===== config.mk =====
export PLATFORM = sky130hd
export DESIGN_NAME = uart_rx_fifo_flat
export DESIGN_NICKNAME = d
export VERILOG_FILES = /design/src/rtl/uart_pkg.sv /design/src/rtl/uart_rx_fifo_if.sv /design/src/rtl/uart_rx_fifo_buf.sv /design/src/rtl/uart_rx_fifo.sv /design/src/flat_wrapper.sv
export SDC_FILE = /design/constraint.sdc
export NUM_CORES = 1
export LEC_CHECK = 0
export CAP_MARGIN = 20
export CORE_UTILIZATION = 42
export DETAILED_ROUTE_END_ITERATION = 6
export PLACE_DENSITY = 0.62
export SLEW_MARGIN = 20
export SYNTH_ARGS = -nofsm -noshare
export SYNTH_HDL_FRONTEND = slang
export SYNTH_SLANG_ARGS = --single-unit

===== constraint.sdc =====
create_clock -name clk_i -period 4.9 [get_ports clk_i]
set_clock_uncertainty 0.1 [all_clocks]
set_input_delay 0.98 -clock clk_i [delete_from_list [all_inputs] [get_ports clk_i]]
set_output_delay 0.98 -clock clk_i [all_outputs]
set_load 0.05 [all_outputs]

===== src/rtl/uart_pkg.sv =====
// uart_pkg: shared types and constants for the UART receiver with FIFO.
package uart_pkg;

  // Receiver frame states
  typedef enum logic [2:0] {
    ST_IDLE   = 3'd0,
    ST_START  = 3'd1,
    ST_DATA   = 3'd2,
    ST_PARITY = 3'd3,
    ST_STOP   = 3'd4
  } rx_state_e;

  // cfg_bits encoding
  localparam logic [1:0] BITS_5 = 2'b00;
  localparam logic [1:0] BITS_6 = 2'b01;
  localparam logic [1:0] BITS_7 = 2'b10;
  localparam logic [1:0] BITS_8 = 2'b11;

  // Idle bit periods before the receive timeout fires
  localparam int IDLE_TIMEOUT_BITS = 32;

  // Number of data bits for a cfg_bits code
  function automatic logic [3:0] data_len(input logic [1:0] bits);
    logic [3:0] len;
    case (bits)
      BITS_5:  len = 4'd5;
      BITS_6:  len = 4'd6;
      BITS_7:  len = 4'd7;
      BITS_8:  len = 4'd8;
      default: len = 4'd8;
    endcase
    return len;
  endfunction

  // Expected parity bit; unused upper bits of data must be zero
  function automatic logic parity_bit(input logic [7:0] data, input logic odd);
    return (^data) ^ odd;
  endfunction

endpackage


===== src/rtl/uart_rx_fifo_if.sv =====
// uart_rx_fifo_if: received-byte stream handshake (FIFO head data, valid, ready).
interface uart_rx_fifo_if;
  logic [7:0] rx_data_o;
  logic       rx_valid_o;
  logic       rx_ready_i;

  modport master (output rx_data_o, output rx_valid_o, input rx_ready_i);
  modport slave  (input rx_data_o, input rx_valid_o, output rx_ready_i);
endinterface


===== src/rtl/uart_rx_fifo_buf.sv =====
// uart_rx_fifo_buf: first-word fall-through FIFO. A push into a full FIFO is
// accepted only when a pop happens in the same cycle; no empty-FIFO bypass.
module uart_rx_fifo_buf #(
  parameter int FIFO_DEPTH = 8,
  parameter int WIDTH      = 8
) (
  input  logic                        clk_i,
  input  logic                        rstn_i,
  input  logic                        push_i,
  input  logic [WIDTH-1:0]            data_i,
  input  logic                        pop_i,
  output logic [WIDTH-1:0]            data_o,
  output logic [$clog2(FIFO_DEPTH):0] level_o,
  output logic                        full_o,
  output logic                        empty_o
);
  localparam int AW = $clog2(FIFO_DEPTH);
  localparam logic [AW:0] DEPTH_L = (AW+1)'(FIFO_DEPTH);

  logic [WIDTH-1:0] r_mem [FIFO_DEPTH];
  logic [AW-1:0]    r_wr_ptr;
  logic [AW-1:0]    r_rd_ptr;
  logic [AW:0]      r_level;
  logic             w_do_push;
  logic             w_do_pop;

  assign full_o    = (r_level == DEPTH_L);
  assign empty_o   = (r_level == (AW+1)'(0));
  assign w_do_pop  = pop_i && !empty_o;
  assign w_do_push = push_i && (!full_o || w_do_pop);
  assign level_o   = r_level;
  assign data_o    = empty_o ? WIDTH'(0) : r_mem[r_rd_ptr];

  // Storage write; cleared on reset so the head output is defined
  always_ff @(posedge clk_i or negedge rstn_i) begin
    if (!rstn_i) begin
      for (int i = 0; i < FIFO_DEPTH; i++) begin
        r_mem[i] <= WIDTH'(0);
      end
    end else if (w_do_push) begin
      r_mem[r_wr_ptr] <= data_i;
    end
  end

  // Pointers (natural wrap) and occupancy
  always_ff @(posedge clk_i or negedge rstn_i) begin
    if (!rstn_i) begin
      r_wr_ptr <= AW'(0);
      r_rd_ptr <= AW'(0);
      r_level  <= (AW+1)'(0);
    end else begin
      if (w_do_push) r_wr_ptr <= r_wr_ptr + AW'(1);
      if (w_do_pop)  r_rd_ptr <= r_rd_ptr + AW'(1);
      case ({w_do_push, w_do_pop})
        2'b10:   r_level <= r_level + (AW+1)'(1);
        2'b01:   r_level <= r_level - (AW+1)'(1);
        default: r_level <= r_level;
      endcase
    end
  end

endmodule


===== src/rtl/uart_rx_fifo.sv =====
// uart_rx_fifo: UART receiver (5..8 data bits, optional parity, 1/2 stop bits)
// feeding a receive FIFO, with sticky error flags.
// Optional feature: define UART_RX_TIMEOUT_EN to build the idle receive timeout;
// otherwise rx_timeout_o is tied low.
module uart_rx_fifo
  import uart_pkg::*;
#(
  parameter int FIFO_DEPTH = 8,
  parameter int DIV_W      = 16
) (
  input  logic                        clk_i,
  input  logic                        rstn_i,
  input  logic                        rx_i,
  input  logic                        cfg_en_i,
  input  logic [DIV_W-1:0]            cfg_div_i,
  input  logic [1:0]                  cfg_bits_i,
  input  logic                        cfg_parity_en_i,
  input  logic                        cfg_parity_odd_i,
  input  logic                        cfg_stop2_i,
  output logic [$clog2(FIFO_DEPTH):0] fifo_level_o,
  output logic                        busy_o,
  output logic                        err_parity_o,
  output logic                        err_frame_o,
  output logic                        err_overflow_o,
  input  logic                        err_clr_i,
  output logic                        rx_timeout_o,
  uart_rx_fifo_if.master              rx_if
);

  logic             r_sync1, r_sync2, r_rx_prev;
  rx_state_e        r_state;
  logic [DIV_W-1:0] r_cnt, r_div;
  logic [2:0]       r_bit_idx;
  logic [7:0]       r_shift;
  logic [3:0]       r_len;
  logic             r_par_en, r_par_odd, r_stop2, r_stop_idx;
  logic             r_par_bad, r_frame_bad;
  logic             r_err_par, r_err_frm, r_err_ovf;

  logic             w_rx, w_start, w_tick, w_active_tick;
  logic             w_par_err, w_stop_samp, w_frm_err, w_last_stop;
  logic             w_push, w_pop, w_ovf, w_full, w_empty;
  logic [7:0]       w_byte;

  assign w_rx          = r_sync2;
  assign w_start       = (r_state == ST_IDLE) && cfg_en_i && r_rx_prev && !w_rx;
  assign w_active_tick = w_tick && cfg_en_i;
  assign w_par_err     = (r_state == ST_PARITY) && w_active_tick &&
                         (w_rx != parity_bit(r_shift, r_par_odd));
  assign w_stop_samp   = (r_state == ST_STOP) && w_active_tick;
  assign w_frm_err     = w_stop_samp && !w_rx;
  assign w_last_stop   = w_stop_samp && (!r_stop2 || r_stop_idx);
  assign w_push        = w_last_stop && w_rx && !r_frame_bad && !r_par_bad;
  // Data was shifted in from the top; right-align it to the LSB
  assign w_byte        = r_shift >> (4'd8 - r_len);
  assign w_pop         = rx_if.rx_valid_o && rx_if.rx_ready_i;
  assign w_ovf         = w_push && w_full && !w_pop;

  assign rx_if.rx_valid_o = !w_empty;
  assign busy_o           = (r_state != ST_IDLE);
  assign err_parity_o     = r_err_par;
  assign err_frame_o      = r_err_frm;
  assign err_overflow_o   = r_err_ovf;

  // Sample point: half a bit into the start bit, then one full bit per sample
  always_comb begin
    w_tick = 1'b0;
    case (r_state)
      ST_START:                    w_tick = (r_cnt == (r_div >> 1) - DIV_W'(1));
      ST_DATA, ST_PARITY, ST_STOP: w_tick = (r_cnt == r_div - DIV_W'(1));
      default:                     w_tick = 1'b0;
    endcase
  end

  // Two-flop synchroniser plus previous value for falling-edge detection
  always_ff @(posedge clk_i or negedge rstn_i) begin
    if (!rstn_i) begin
      r_sync1   <= 1'b1;
      r_sync2   <= 1'b1;
      r_rx_prev <= 1'b1;
    end else begin
      r_sync1   <= rx_i;
      r_sync2   <= r_sync1;
      r_rx_prev <= r_sync2;
    end
  end

  // Frame FSM: latches the configuration at start, shifts data, tracks errors
  always_ff @(posedge clk_i or negedge rstn_i) begin
    if (!rstn_i) begin
      r_state     <= ST_IDLE;
      r_cnt       <= DIV_W'(0);
      r_div       <= DIV_W'(0);
      r_bit_idx   <= 3'd0;
      r_shift     <= 8'd0;
      r_len       <= 4'd8;
      r_par_en    <= 1'b0;
      r_par_odd   <= 1'b0;
      r_stop2     <= 1'b0;
      r_stop_idx  <= 1'b0;
      r_par_bad   <= 1'b0;
      r_frame_bad <= 1'b0;
    end else if ((r_state != ST_IDLE) && !cfg_en_i) begin
      r_state <= ST_IDLE;
      r_cnt   <= DIV_W'(0);
    end else begin
      r_cnt <= w_tick ? DIV_W'(0) : r_cnt + DIV_W'(1);
      case (r_state)
        ST_IDLE: begin
          r_cnt <= DIV_W'(0);
          if (w_start) begin
            r_state     <= ST_START;
            r_div       <= cfg_div_i;
            r_len       <= data_len(cfg_bits_i);
            r_par_en    <= cfg_parity_en_i;
            r_par_odd   <= cfg_parity_odd_i;
            r_stop2     <= cfg_stop2_i;
            r_bit_idx   <= 3'd0;
            r_shift     <= 8'd0;
            r_stop_idx  <= 1'b0;
            r_par_bad   <= 1'b0;
            r_frame_bad <= 1'b0;
          end
        end
        ST_START: begin
          if (w_tick) r_state <= w_rx ? ST_IDLE : ST_DATA;
        end
        ST_DATA: begin
          if (w_tick) begin
            r_shift <= {w_rx, r_shift[7:1]};
            if ({1'b0, r_bit_idx} == (r_len - 4'd1)) begin
              r_state <= r_par_en ? ST_PARITY : ST_STOP;
            end else begin
              r_bit_idx <= r_bit_idx + 3'd1;
            end
          end
        end
        ST_PARITY: begin
          if (w_tick) begin
            r_par_bad <= (w_rx != parity_bit(r_shift, r_par_odd));
            r_state   <= ST_STOP;
          end
        end
        ST_STOP: begin
          if (w_tick) begin
            r_frame_bad <= r_frame_bad | ~w_rx;
            if (r_stop2 && !r_stop_idx) r_stop_idx <= 1'b1;
            else                        r_state    <= ST_IDLE;
          end
        end
        default: r_state <= ST_IDLE;
      endcase
    end
  end

  // Sticky error flags; a set in the same cycle as a clear wins
  always_ff @(posedge clk_i or negedge rstn_i) begin
    if (!rstn_i) begin
      r_err_par <= 1'b0;
      r_err_frm <= 1'b0;
      r_err_ovf <= 1'b0;
    end else begin
      r_err_par <= w_par_err ? 1'b1 : (err_clr_i ? 1'b0 : r_err_par);
      r_err_frm <= w_frm_err ? 1'b1 : (err_clr_i ? 1'b0 : r_err_frm);
      r_err_ovf <= w_ovf     ? 1'b1 : (err_clr_i ? 1'b0 : r_err_ovf);
    end
  end

  uart_rx_fifo_buf #(
    .FIFO_DEPTH (FIFO_DEPTH),
    .WIDTH      (8)
  ) u_buf (
    .clk_i   (clk_i),
    .rstn_i  (rstn_i),
    .push_i  (w_push),
    .data_i  (w_byte),
    .pop_i   (w_pop),
    .data_o  (rx_if.rx_data_o),
    .level_o (fifo_level_o),
    .full_o  (w_full),
    .empty_o (w_empty)
  );

`ifdef UART_RX_TIMEOUT_EN
  logic [DIV_W+5:0] r_to_cnt;
  logic             r_timeout;
  logic [DIV_W+5:0] w_to_limit;

  assign w_to_limit   = (DIV_W+6)'(cfg_div_i) * (DIV_W+6)'(IDLE_TIMEOUT_BITS);
  assign rx_timeout_o = r_timeout;

  // Idle timeout: counts idle cycles while data waits in the FIFO
  always_ff @(posedge clk_i or negedge rstn_i) begin
    if (!rstn_i) begin
      r_to_cnt  <= (DIV_W+6)'(0);
      r_timeout <= 1'b0;
    end else if (w_pop || w_start) begin
      r_to_cnt  <= (DIV_W+6)'(0);
      r_timeout <= 1'b0;
    end else if ((r_state != ST_IDLE) || w_empty) begin
      r_to_cnt  <= (DIV_W+6)'(0);
    end else if (r_to_cnt >= w_to_limit - (DIV_W+6)'(1)) begin
      r_timeout <= 1'b1;
    end else begin
      r_to_cnt  <= r_to_cnt + (DIV_W+6)'(1);
    end
  end
`else
  assign rx_timeout_o = 1'b0;
`endif

endmodule


===== src/flat_wrapper.sv =====
// flat-port wrapper written by rule: the top's interface ports become plain ports
module uart_rx_fifo_flat import uart_pkg::*;
#(
  parameter int FIFO_DEPTH = 8,
  parameter int DIV_W      = 16
)
  (clk_i, rstn_i, rx_i, cfg_en_i, cfg_div_i, cfg_bits_i, cfg_parity_en_i, cfg_parity_odd_i, cfg_stop2_i, fifo_level_o, busy_o, err_parity_o, err_frame_o, err_overflow_o, err_clr_i, rx_timeout_o, rx_if_rx_data_o, rx_if_rx_valid_o, rx_if_rx_ready_i);
  uart_rx_fifo_if rx_if_i ();
  input  logic clk_i;
  input  logic rstn_i;
  input  logic rx_i;
  input  logic cfg_en_i;
  input  logic [DIV_W-1:0] cfg_div_i;
  input  logic [1:0] cfg_bits_i;
  input  logic cfg_parity_en_i;
  input  logic cfg_parity_odd_i;
  input  logic cfg_stop2_i;
  output logic [$clog2(FIFO_DEPTH):0] fifo_level_o;
  output logic busy_o;
  output logic err_parity_o;
  output logic err_frame_o;
  output logic err_overflow_o;
  input  logic err_clr_i;
  output logic rx_timeout_o;
  output wire logic [$bits(rx_if_i.rx_data_o)-1:0] rx_if_rx_data_o;
  output wire logic [$bits(rx_if_i.rx_valid_o)-1:0] rx_if_rx_valid_o;
  input wire logic [$bits(rx_if_i.rx_ready_i)-1:0] rx_if_rx_ready_i;
  assign rx_if_rx_data_o = rx_if_i.rx_data_o;
  assign rx_if_rx_valid_o = rx_if_i.rx_valid_o;
  assign rx_if_i.rx_ready_i = rx_if_rx_ready_i;
  uart_rx_fifo #(.FIFO_DEPTH(FIFO_DEPTH), .DIV_W(DIV_W)) u_core (.clk_i(clk_i), .rstn_i(rstn_i), .rx_i(rx_i), .cfg_en_i(cfg_en_i), .cfg_div_i(cfg_div_i), .cfg_bits_i(cfg_bits_i), .cfg_parity_en_i(cfg_parity_en_i), .cfg_parity_odd_i(cfg_parity_odd_i), .cfg_stop2_i(cfg_stop2_i), .fifo_level_o(fifo_level_o), .busy_o(busy_o), .err_parity_o(err_parity_o), .err_frame_o(err_frame_o), .err_overflow_o(err_overflow_o), .err_clr_i(err_clr_i), .rx_timeout_o(rx_timeout_o), .rx_if(rx_if_i));
endmodule

Word level (Yosys, flattened, before mapping)
Index checks and enable logic that the tools add are counted.
{ "classes": {"add_sub_neg": 10, "n_lt_le_gt_ge": 3, "n_eq_ne": 27, "shifts": 1, "mux": 43, "n_bitwise": 6, "n_reduce_logical": 51} }
{ "op_table": {"columns": ["cell", "n"], "rows": [
  ["64-bit bitwise mux", 1],
  ["16-bit two-way mux", 3],
  ["8-bit two-way mux", 6],
  ["3-bit two-way mux", 12],
  ["16-bit == test", 2],
  ["8-bit binary-select mux with 3-bit select", 1],
  ["8-bit demux with 3-bit select", 1],
  ["1-bit logical AND", 20],
  ["16-bit by 1-bit adder with 16-bit output, second input constant", 1],
  ["4-bit one-hot mux with 4 select lines", 1],
  ["8-bit one-hot mux with 2 select lines", 1],
  ["15-bit by 1-bit subtractor with 16-bit output, second input constant", 1],
  ["16-bit by 1-bit subtractor with 16-bit output, second input constant", 1],
  ["3-bit one-hot mux with 5 select lines", 1],
  ["2-bit nonzero test", 7],
  ["4-bit AND reduction", 3],
  ["5-bit AND reduction", 2],
  ["3-bit by 1-bit adder with 3-bit output, second input constant", 3],
  ["1-bit zero test", 9],
  ["1-bit two-way mux", 9],
  ["3-bit by 1-bit inequality test with 1-bit output, second input constant", 3],
  ["3-bit by 2-bit inequality test with 1-bit output, second input constant", 3],
  ["4-bit >= comparator, second input constant", 2],
  ["2-bit by 1-bit inequality test with 1-bit output, second input constant", 4],
  ["32 further kinds", 44]
]} }
{ "totals": {"reg_bits": 136, "out_inout_bits": 18} }

Depth between registers and ports, before layout
Gate-level depths: netlist (run 1).
{ "depth": {"word_depth": 12, "mapped_depth": 22} }

Cells and area by module
Synthesis (run 1) repeated with hierarchy kept, for this count alone.
{ "hier_totals": {"cells_unflattened": 752, "hier_area_um2": 7997.7} }
{ "modules_own_cells": {"columns": ["mod", "instances", "cells_each", "area_per_inst_um2"], "rows": [
  ["uart_rx_fifo", 1, 526, 4474.3],
  ["uart_rx_fifo_buf", 1, 226, 3523.4]
]} }

Least setup slack after synthesis (run 1)
Ideal clock, no wire load.
{ "synth_timing": {"path_type": "register to register", "startpoint": "reg u_core.r_state[1]", "endpoint": "reg u_core.u_buf.r_level[2], in the netlist u_core.u_buf.level_o[2]", "setup_time_ns": 0.147, "arrival_time_ns": 4.202, "required_time_ns": 4.653, "setup_slack_ns": 0.451, "path_stages_with_launch": 23, "path_cell_list": "dfrtp_1 buf_6 or3b_1 buf_6 buf_6 a21oi_1 or2_2 ha_1 xor2_1 or3b_1 a221oi_1 o21ai_0 nor3_1 nand3_1 a211oi_1 nand3_1 ha_1 xor2_1 ha_1 a21oi_1 xor2_1 nor2_1 xor2_1"} }
{ "synth_via": {"elab_chain_cells": 12, "elab_cells_between_ends": 17, "cone_classes": "eq/ne: 6; mux: 2; reduce/logical: 9"} }
{ "synth_lines": {"columns": ["item", "line", "text"], "rows": [
  ["from (decl)", "uart_rx_fifo.sv:31", "rx_state_e r_state;"],
  ["from (signal assigned)", "uart_rx_fifo.sv:126", "if (w_tick) r_state <= w_rx ? ST_IDLE : ST_DATA;"],
  ["from (signal assigned)", "uart_rx_fifo.sv:132", "r_state <= r_par_en ? ST_PARITY : ST_STOP;"],
  ["3-bit by 2-bit == test with 1-bit output or 3-bit == test (tied branches)", "uart_rx_fifo.sv:68, uart_rx_fifo.sv:50", null],
  ["3-bit OR reduction", "uart_rx_fifo.sv:68", "case (r_state)"],
  ["1-bit one-hot mux with 2 select lines", "uart_rx_fifo.sv:68", null],
  ["1-bit logical AND", "uart_rx_fifo.sv:47", "assign w_active_tick = w_tick && cfg_en_i;"],
  ["1-bit logical AND (*)", "uart_rx_fifo.sv:50", "assign w_stop_samp = (r_state == ST_STOP) && w_active_tick;"],
  ["1-bit logical AND (*)", "uart_rx_fifo.sv:52", "assign w_last_stop = w_stop_samp && (!r_stop2 || r_stop_idx);"],
  ["1-bit logical AND (*) (3 in a row)", "uart_rx_fifo.sv:53", "assign w_push = w_last_stop && w_rx && !r_frame_bad && !r_par_bad;"],
  ["1-bit logical AND (*)", "uart_rx_fifo_buf.sv:30", "assign w_do_push = push_i && (!full_o || w_do_pop);"],
  ["2-bit by 1-bit == test with 1-bit output or 2-bit == test (tied branches)", "uart_rx_fifo_buf.sv:54", "case ({w_do_push, w_do_pop})"],
  ["4-bit one-hot mux with 2 select lines or 2-bit nonzero test (tied branches)", null, null],
  ["to (signal assigned)", "uart_rx_fifo_buf.sv:55", "2'b10: r_level <= r_level + (AW+1)'(1);"],
  ["to (signal assigned)", "uart_rx_fifo_buf.sv:56", "2'b01: r_level <= r_level - (AW+1)'(1);"],
  ["to (signal assigned)", "uart_rx_fifo_buf.sv:57", "default: r_level <= r_level;"],
  ["to (decl)", "uart_rx_fifo_buf.sv:23", "logic [AW:0] r_level;"]
]} }
Every way passes the cells marked *; elsewhere a longest branch is shown, timed or not.
A chain may end at the register's enable or synchronous reset.

Final worst setup path (run 1)
{ "layout_timing": {"startpoint": "reg u_core.r_state[2]", "endpoint": "reg u_core.u_buf.r_level[2], in the netlist u_core.u_buf.level_o[2]"} }
Same word-level chain as after synthesis.

==> impl_metrics.tcl, run 1 <==
set metrics [dict create \
    status "finished, final reports clean" \
    io_pins 45 \
    p_int_mw 2.39 \
    routed_wl_mm 19.2 \
    yosysSeqAreaShare 0.410 \
    power.density_nw_per_um2 402 \
    finalHoldViolations 0 \
    synthMuxAreaShare 0.174 \
    vias_per_cell 5.53 \
    synth_compound_area_frac 0.0952 \
    fp-row-count 51 \
    finalCriticalPeriod_ps 4620 \
    cp_max_fo 11 \
    max_slew_margin 0.397 \
    yosysUniqueCellTypes 85 \
    grt_overflow 0 \
    synth-xor-area-share 0.0569 \
    ant_nets 0 \
    worst_slew_pin_slew_ps 897 \
    cts_tree "done" \
    netSwitchingPower_mw 1.43 \
    dieArea_sq_um 20300 \
    synth-edff-count 0 \
    clkTransAtPathRegs_ps 70 \
    synth_top_flop_cell "dfrtp_1" \
    die_h_um 143 \
    diodes 0 \
    maxSlewViolCount 0 \
    synth_area_leaders "dfrtp_1, mux2_2, mux4_2" \
    gp_congestion 0.876 \
    grt_max_degree 59 \
    synth_most_common_cell "dfrtp_1" \
    initial_utilization 0.428 \
    cts.sinks 136 \
    p_leak_nw 4.11 \
    final-seq-area_sq_um 3410 \
    htreeDepth 4 \
    stdcell_count 1114 \
    rsz0062_at_grt "no" \
    root_buffer "clkbuf_16" \
    synthDominantCellAreaShare 0.398 \
    clkPwrFrac 0.322 \
    synth_fa_ha_area_frac 0.0211 \
    seq_power_share 0.380 \
    synthTopCellsByCount "dfrtp_1, nand2_1, mux2_2" \
    antenna_found_initial 0 \
    crit_type "reg2reg" \
    firstDrtPassIters 5 \
    gr-usage-all-layers 0.203 \
    numCtsBuffers 17 \
    required_ps 5090 \
    layout.nets 877 \
    num_vias 6163 \
    crit_arrival_ps 4810 \
    syn_avg_cell_area_sq_um 10.3 \
    fin_crit_sh 0.942 \
    yosys_warnings 0 \
    synth_nets 847 \
    drt_iter0_markers 443 \
    synthSimpleGateAreaFrac 0.197 \
    finalSetupTns_ps 0 \
    core_area_sq_um 19400 \
    grt_pass1_vias 5921 \
    area_growth_pct 14.5 \
    start_kind "register" \
    hpwl_mm 13.4 \
    io_buffers 43 \
    ir_worst_vdd_uv 242 \
    synth_area_sq_um 8310 \
    dpl.cell_count 1082 \
    wl_per_cell_um 17.3 \
    die_x_um 143 \
    whs_ps 256 \
    multiInputGateArea_sq_um 4540 \
    synth_top_area_cell "dfrtp_1" \
    clk_latency_ps 420 \
    cts_setup_buffers 0 \
    swShare 0.375 \
    power_frac_comb 0.298 \
    fill_cells 1819 \
    netlist_instances 806 \
    max_freq_ghz 0.217 \
    synth_top_family_by_area "simple AND/OR/NAND/NOR gates" \
    utilization 0.490 \
    post-route-drc-count 0 \
    grt_first_pass_wirelength_mm 31.9 \
    cts_max_path_buffers 2 \
    layout-drive-gt1-share 0.214 \
    setup_viol 0 \
    synthArstFlopShare 1.00 \
    hold_class "reg2reg" \
    yosys_register_bits 136 \
    max-cap-violations 0 \
    end_kind "register" \
]
timing repair:
item,CTS,global route
hold endpoints to repair,0,0
hold buffers,0,0
endpoints found under the setup margin,0,63
gates resized for setup,0,4
worst paths after layout:
path / start / end / slack, ps / cells after the start
setup / recovery: u_core.r_state[2]$_DFFE_PN0P_ / u_core.u_buf.level_o[2]$_DFFE_PN0P_ / 280 / 19
hold / removal: u_core.r_sync1$_DFF_PN1_ / u_core.r_sync2$_DFF_PN1_ / 260 / 0
setup reg to reg: u_core.r_state[2]$_DFFE_PN0P_ / u_core.u_buf.level_o[2]$_DFFE_PN0P_ / 280 / 19
hold reg to reg: u_core.r_sync1$_DFF_PN1_ / u_core.r_sync2$_DFF_PN1_ / 260 / 0
max in group asynchronous: rstn_i / u_core.err_overflow_o$_DFFE_PN0P_ / 3240 / 2
min in group asynchronous: rstn_i / u_core.r_cnt[2]$_DFF_PN0_ / 430 / 1
critical path, stage by stage, from the launching register on:
cell and delay, ps:
dfrtp_2 460, or3b_1 390, a21oi_1 220, or2_2 150, ha_1 260, xor2_1 190
or3b_1 370, a221oi_2 310, o21ai_0 130, nor3_1 200, nand3_1 130, a211oi_1 230
nand3_1 160, ha_1 330, xor2_1 160, ha_1 180, a21oi_1 140, xor2_1 150
nor2_1 60, xor2_1 140
state kept, by name, summed over array words and instances, names as in the netlist:
register,cells
u_core.err_frame_o,1
u_core.err_overflow_o,1
u_core.err_parity_o,1
u_core.r_bit_idx,3
u_core.r_cnt,16
u_core.r_div,16
u_core.r_frame_bad,1
u_core.r_len,4
u_core.r_par_bad,1
u_core.r_par_en,1
u_core.r_par_odd,1
u_core.r_rx_prev,1
u_core.r_shift,8
u_core.r_state,3
u_core.r_stop2,1
u_core.r_stop_idx,1
u_core.r_sync1,1
u_core.r_sync2,1
u_core.u_buf.level_o,4
u_core.u_buf.r_mem,64
u_core.u_buf.r_rd_ptr,3
u_core.u_buf.r_wr_ptr,3
per-stage QoR:
stage	area (sq um)	total power [mW]	setup slack [ps]
floorplan	8310	2.29	451
global placement	8930	2.60	276
detailed placement	8930	2.61	162
CTS	9490	3.85	146
global route	9510	4.04	22.6
finish	9510	3.82	285
power by group through the flow:
stage,Sequential [mW],Combinational [mW],Clock (mW)
detailed placement,1.47,1.13,0
global placement,1.47,1.13,0
floorplan,1.39,0.894,0
global route,1.48,1.26,1.31
finish,1.45,1.14,1.23
CTS,1.45,1.14,1.26
logic make-up (layout without fill, tap and decap cells):
family	Yosys count	in the layout
DFF	136	136
AOI/OAI and AO/OA	112	112
adders and majority gates	14	14
muxes	113	113
and+or+nand+nor	303	303
buffers and inverters	73	116
other	1	1
xor gates and xnor gates	54	54
layer usage:
layer	vias to the layer above	wire length, um	global-route usage
met1	3030	9620	0.294
met3	20	739	0.0376
met4	0	236	0.0589
met5	-	0	0
li1	2972	-	-
met2	141	8650	0.309
cell type report:
class | count | share of cell area
repair buffers | 64 | 0.0620
clock buffers | 17 | 0.0447
well taps | 265 | 0.0349
flip-flops and latches | 136 | 0.359
inverters | 20 | 0.00789
multi-input cells | 597 | 0.478
clock inverters | 15 | 0.0142
cell usage in the layout (no fill, tap or decap), types with 7 or more instances in the layout:
master	count
dfrtp_1	131
nand2_1	102
mux2_2	66
nor2_1	44
clkdlybuf4s50_1	42
xnor2_1	28
xor2_1	26
o21ai_0	26
nand3_1	25
mux2i_1	24
buf_4	21
nor3_1	20
inv_1	20
mux4_2	18
nand4_1	17
clkbuf_16	17
a21oi_1	14
ha_1	14
and3_1	13
o211ai_1	12
nor4_1	9
nor2_4	8
nor2b_1	7
No activity file was read; power rests on OpenSTA's default activity.
==> run 2, diff against run 1 <==
Settings changed: SLEW_MARGIN 20 to default.
==> run 2 against run 1 <==
  * Sequential power about the same
  * Hold slack about the same
  * Largest power group unchanged
  * Routed wire length about the same
  * Clock-buffer cell count unchanged
  * Die area unchanged
==> impl_metrics.tcl, run 2 (same netlist as run 1, synthesis figures left out) <==
set metrics [dict create \
    ir_worst_vdd_uv 242 \
    die_h_um 143 \
    end_kind "register" \
    p_leak_nw 4.12 \
    max_freq_ghz 0.216 \
    finalHoldViolations 0 \
    top_register "u_core.u_buf.r_mem" \
    required_ps 5090 \
    postCtsHoldBufs 0 \
    status "finished, final reports clean" \
    finalCriticalPeriod_ps 4630 \
    wl_met3_um 706 \
    power.density_nw_per_um2 401 \
    max_slew_margin 0.398 \
    cp_max_fo 11 \
    hpwl_mm 13.4 \
    finalSetupTns_ps 0 \
    clkPwrFrac 0.322 \
    io_pins 45 \
    die_x_um 143 \
    vias_per_cell 5.56 \
    rsz0062_at_grt "no" \
    worst_slew_pin_slew_ps 896 \
    wl_per_cell_um 17.3 \
    cts_max_path_buffers 2 \
    grt_first_pass_wirelength_mm 31.9 \
    grt_overflow 0 \
    max-cap-violations 0 \
    wl_met1_mm 9.67 \
    netSwitchingPower_mw 1.43 \
    grt_pass1_vias 5921 \
    numCtsBuffers 17 \
    htreeDepth 4 \
    power_frac_comb 0.298 \
    dieArea_sq_um 20300 \
    gr-usage-all-layers 0.203 \
    clkTransAtPathRegs_ps 70 \
    io_buffers 43 \
    highest_layer "met4" \
    ant_nets 0 \
    root_buffer "clkbuf_16" \
    antenna_found_initial 0 \
    crit_arrival_ps 4820 \
    drt_iter0_markers 383 \
    core_area_sq_um 19400 \
    dr_wl_met2_mm 8.63 \
    cts.sinks 136 \
    p_int_mw 2.39 \
    whs_ps 256 \
    num_vias 6201 \
    post-route-drc-count 0 \
    hold_class "reg2reg" \
    reg2reg_depth 19 \
    final_cell_mix "dfrtp_1, nand2_1, mux2_2" \
    routed_wl_mm 19.2 \
    layout_commonest_cell "dfrtp_1" \
    layout-drive-gt1-share 0.214 \
    fp-row-count 51 \
    reg_top3 "u_core.u_buf.r_mem x64, u_core.r_cnt x16, u_core.r_div x16" \
    gp_congestion 0.876 \
    grt_max_degree 59 \
    initial_utilization 0.428 \
    area_growth_pct 14.6 \
    start_kind "register" \
    setup_viol 0 \
    firstDrtPassIters 5 \
    clk_latency_ps 420 \
    min_path_cells 0 \
    maxSlewViolCount 0 \
    fin_crit_sh 0.944 \
    power_mw 3.82 \
    crit_type "reg2reg" \
    cts_tree "done" \
    diodes 0 \
    largest_register_ffs 64 \
    layout.nets 878 \
    swShare 0.374 \
    seq_power_share 0.380 \
]
==> run 2: cell count changes in the layout (fill, tap and decap cells not counted) <==
cell	previous run	this run
and3_1	13	14
and3_2	1	0
buf_8	0	1
==> run 2: layout make-up <==
class	instances	area, sq um
clock buffers	17	425
clock inverters	15	135
fillers	1819	9880
inverters	20	75.1
multi-input cells	597	4540
flip-flops and latches	136	3410
well taps	265	332
repair buffers	65	604
==> run 2: worst paths after layout <==
check | endpoint | slack, ps | from
setup / recovery | u_core.u_buf.level_o[2]$_DFFE_PN0P_ | 270 | u_core.r_state[2]$_DFFE_PN0P_
hold / removal | u_core.r_sync2$_DFF_PN1_ | 260 | u_core.r_sync1$_DFF_PN1_
setup reg to reg | u_core.u_buf.level_o[2]$_DFFE_PN0P_ | 270 | u_core.r_state[2]$_DFFE_PN0P_
hold reg to reg | u_core.r_sync2$_DFF_PN1_ | 260 | u_core.r_sync1$_DFF_PN1_
max in group asynchronous | u_core.err_overflow_o$_DFFE_PN0P_ | 3240 | rstn_i
min in group asynchronous | u_core.r_cnt[2]$_DFF_PN0_ | 430 | rstn_i
==> run 2: power groups by stage <==
stage / registers, mW / clock network, mW / logic [mW]
2_1_floorplan: 1.39 / 0 / 0.894
6_report: 1.45 / 1.23 / 1.14
3_3_place_gp: 1.47 / 0 / 1.13
4_1_cts: 1.45 / 1.26 / 1.14
5_1_grt: 1.48 / 1.31 / 1.26
3_5_place_dp: 1.47 / 0 / 1.13
==> run 2: repair_timing <==
action,4_1_cts,5_1_grt
resized for setup,0,4
endpoints found under the setup margin,0,63
buffers inserted,0,0
endpoints found under the hold margin,0,0
==> run 2: worst max-delay path, stage by stage, from the launching register on <==
cell and delay (ps):
dfrtp_2 470, or3b_1 390, a21oi_1 230, or2_2 150, ha_1 260, xor2_1 190
or3b_1 380, a221oi_2 310, o21ai_0 140, nor3_1 200, nand3_1 130, a211oi_1 230
nand3_1 160, ha_1 330, xor2_1 160, ha_1 180, a21oi_1 140, xor2_1 150
nor2_1 60, xor2_1 140
==> run 2: stage by stage <==
step	utilization	std cells	instance area [sq um]	setup slack (ps)
3_3_place_gp	0.460	1082	8930	276
6_report	0.491	1115	9520	272
2_1_floorplan	-	806	8310	451
5_1_grt	0.491	1115	9520	22.6
3_5_place_dp	0.460	1082	8930	162
4_1_cts	0.489	1114	9490	146
==> run 2: layer usage <==
layer  vias to the layer above  track usage
met4                         0       0.0589
met1                      3060        0.294
met2                       145        0.309
met3                        16       0.0376
li1                       2980            -
met5                         -            0
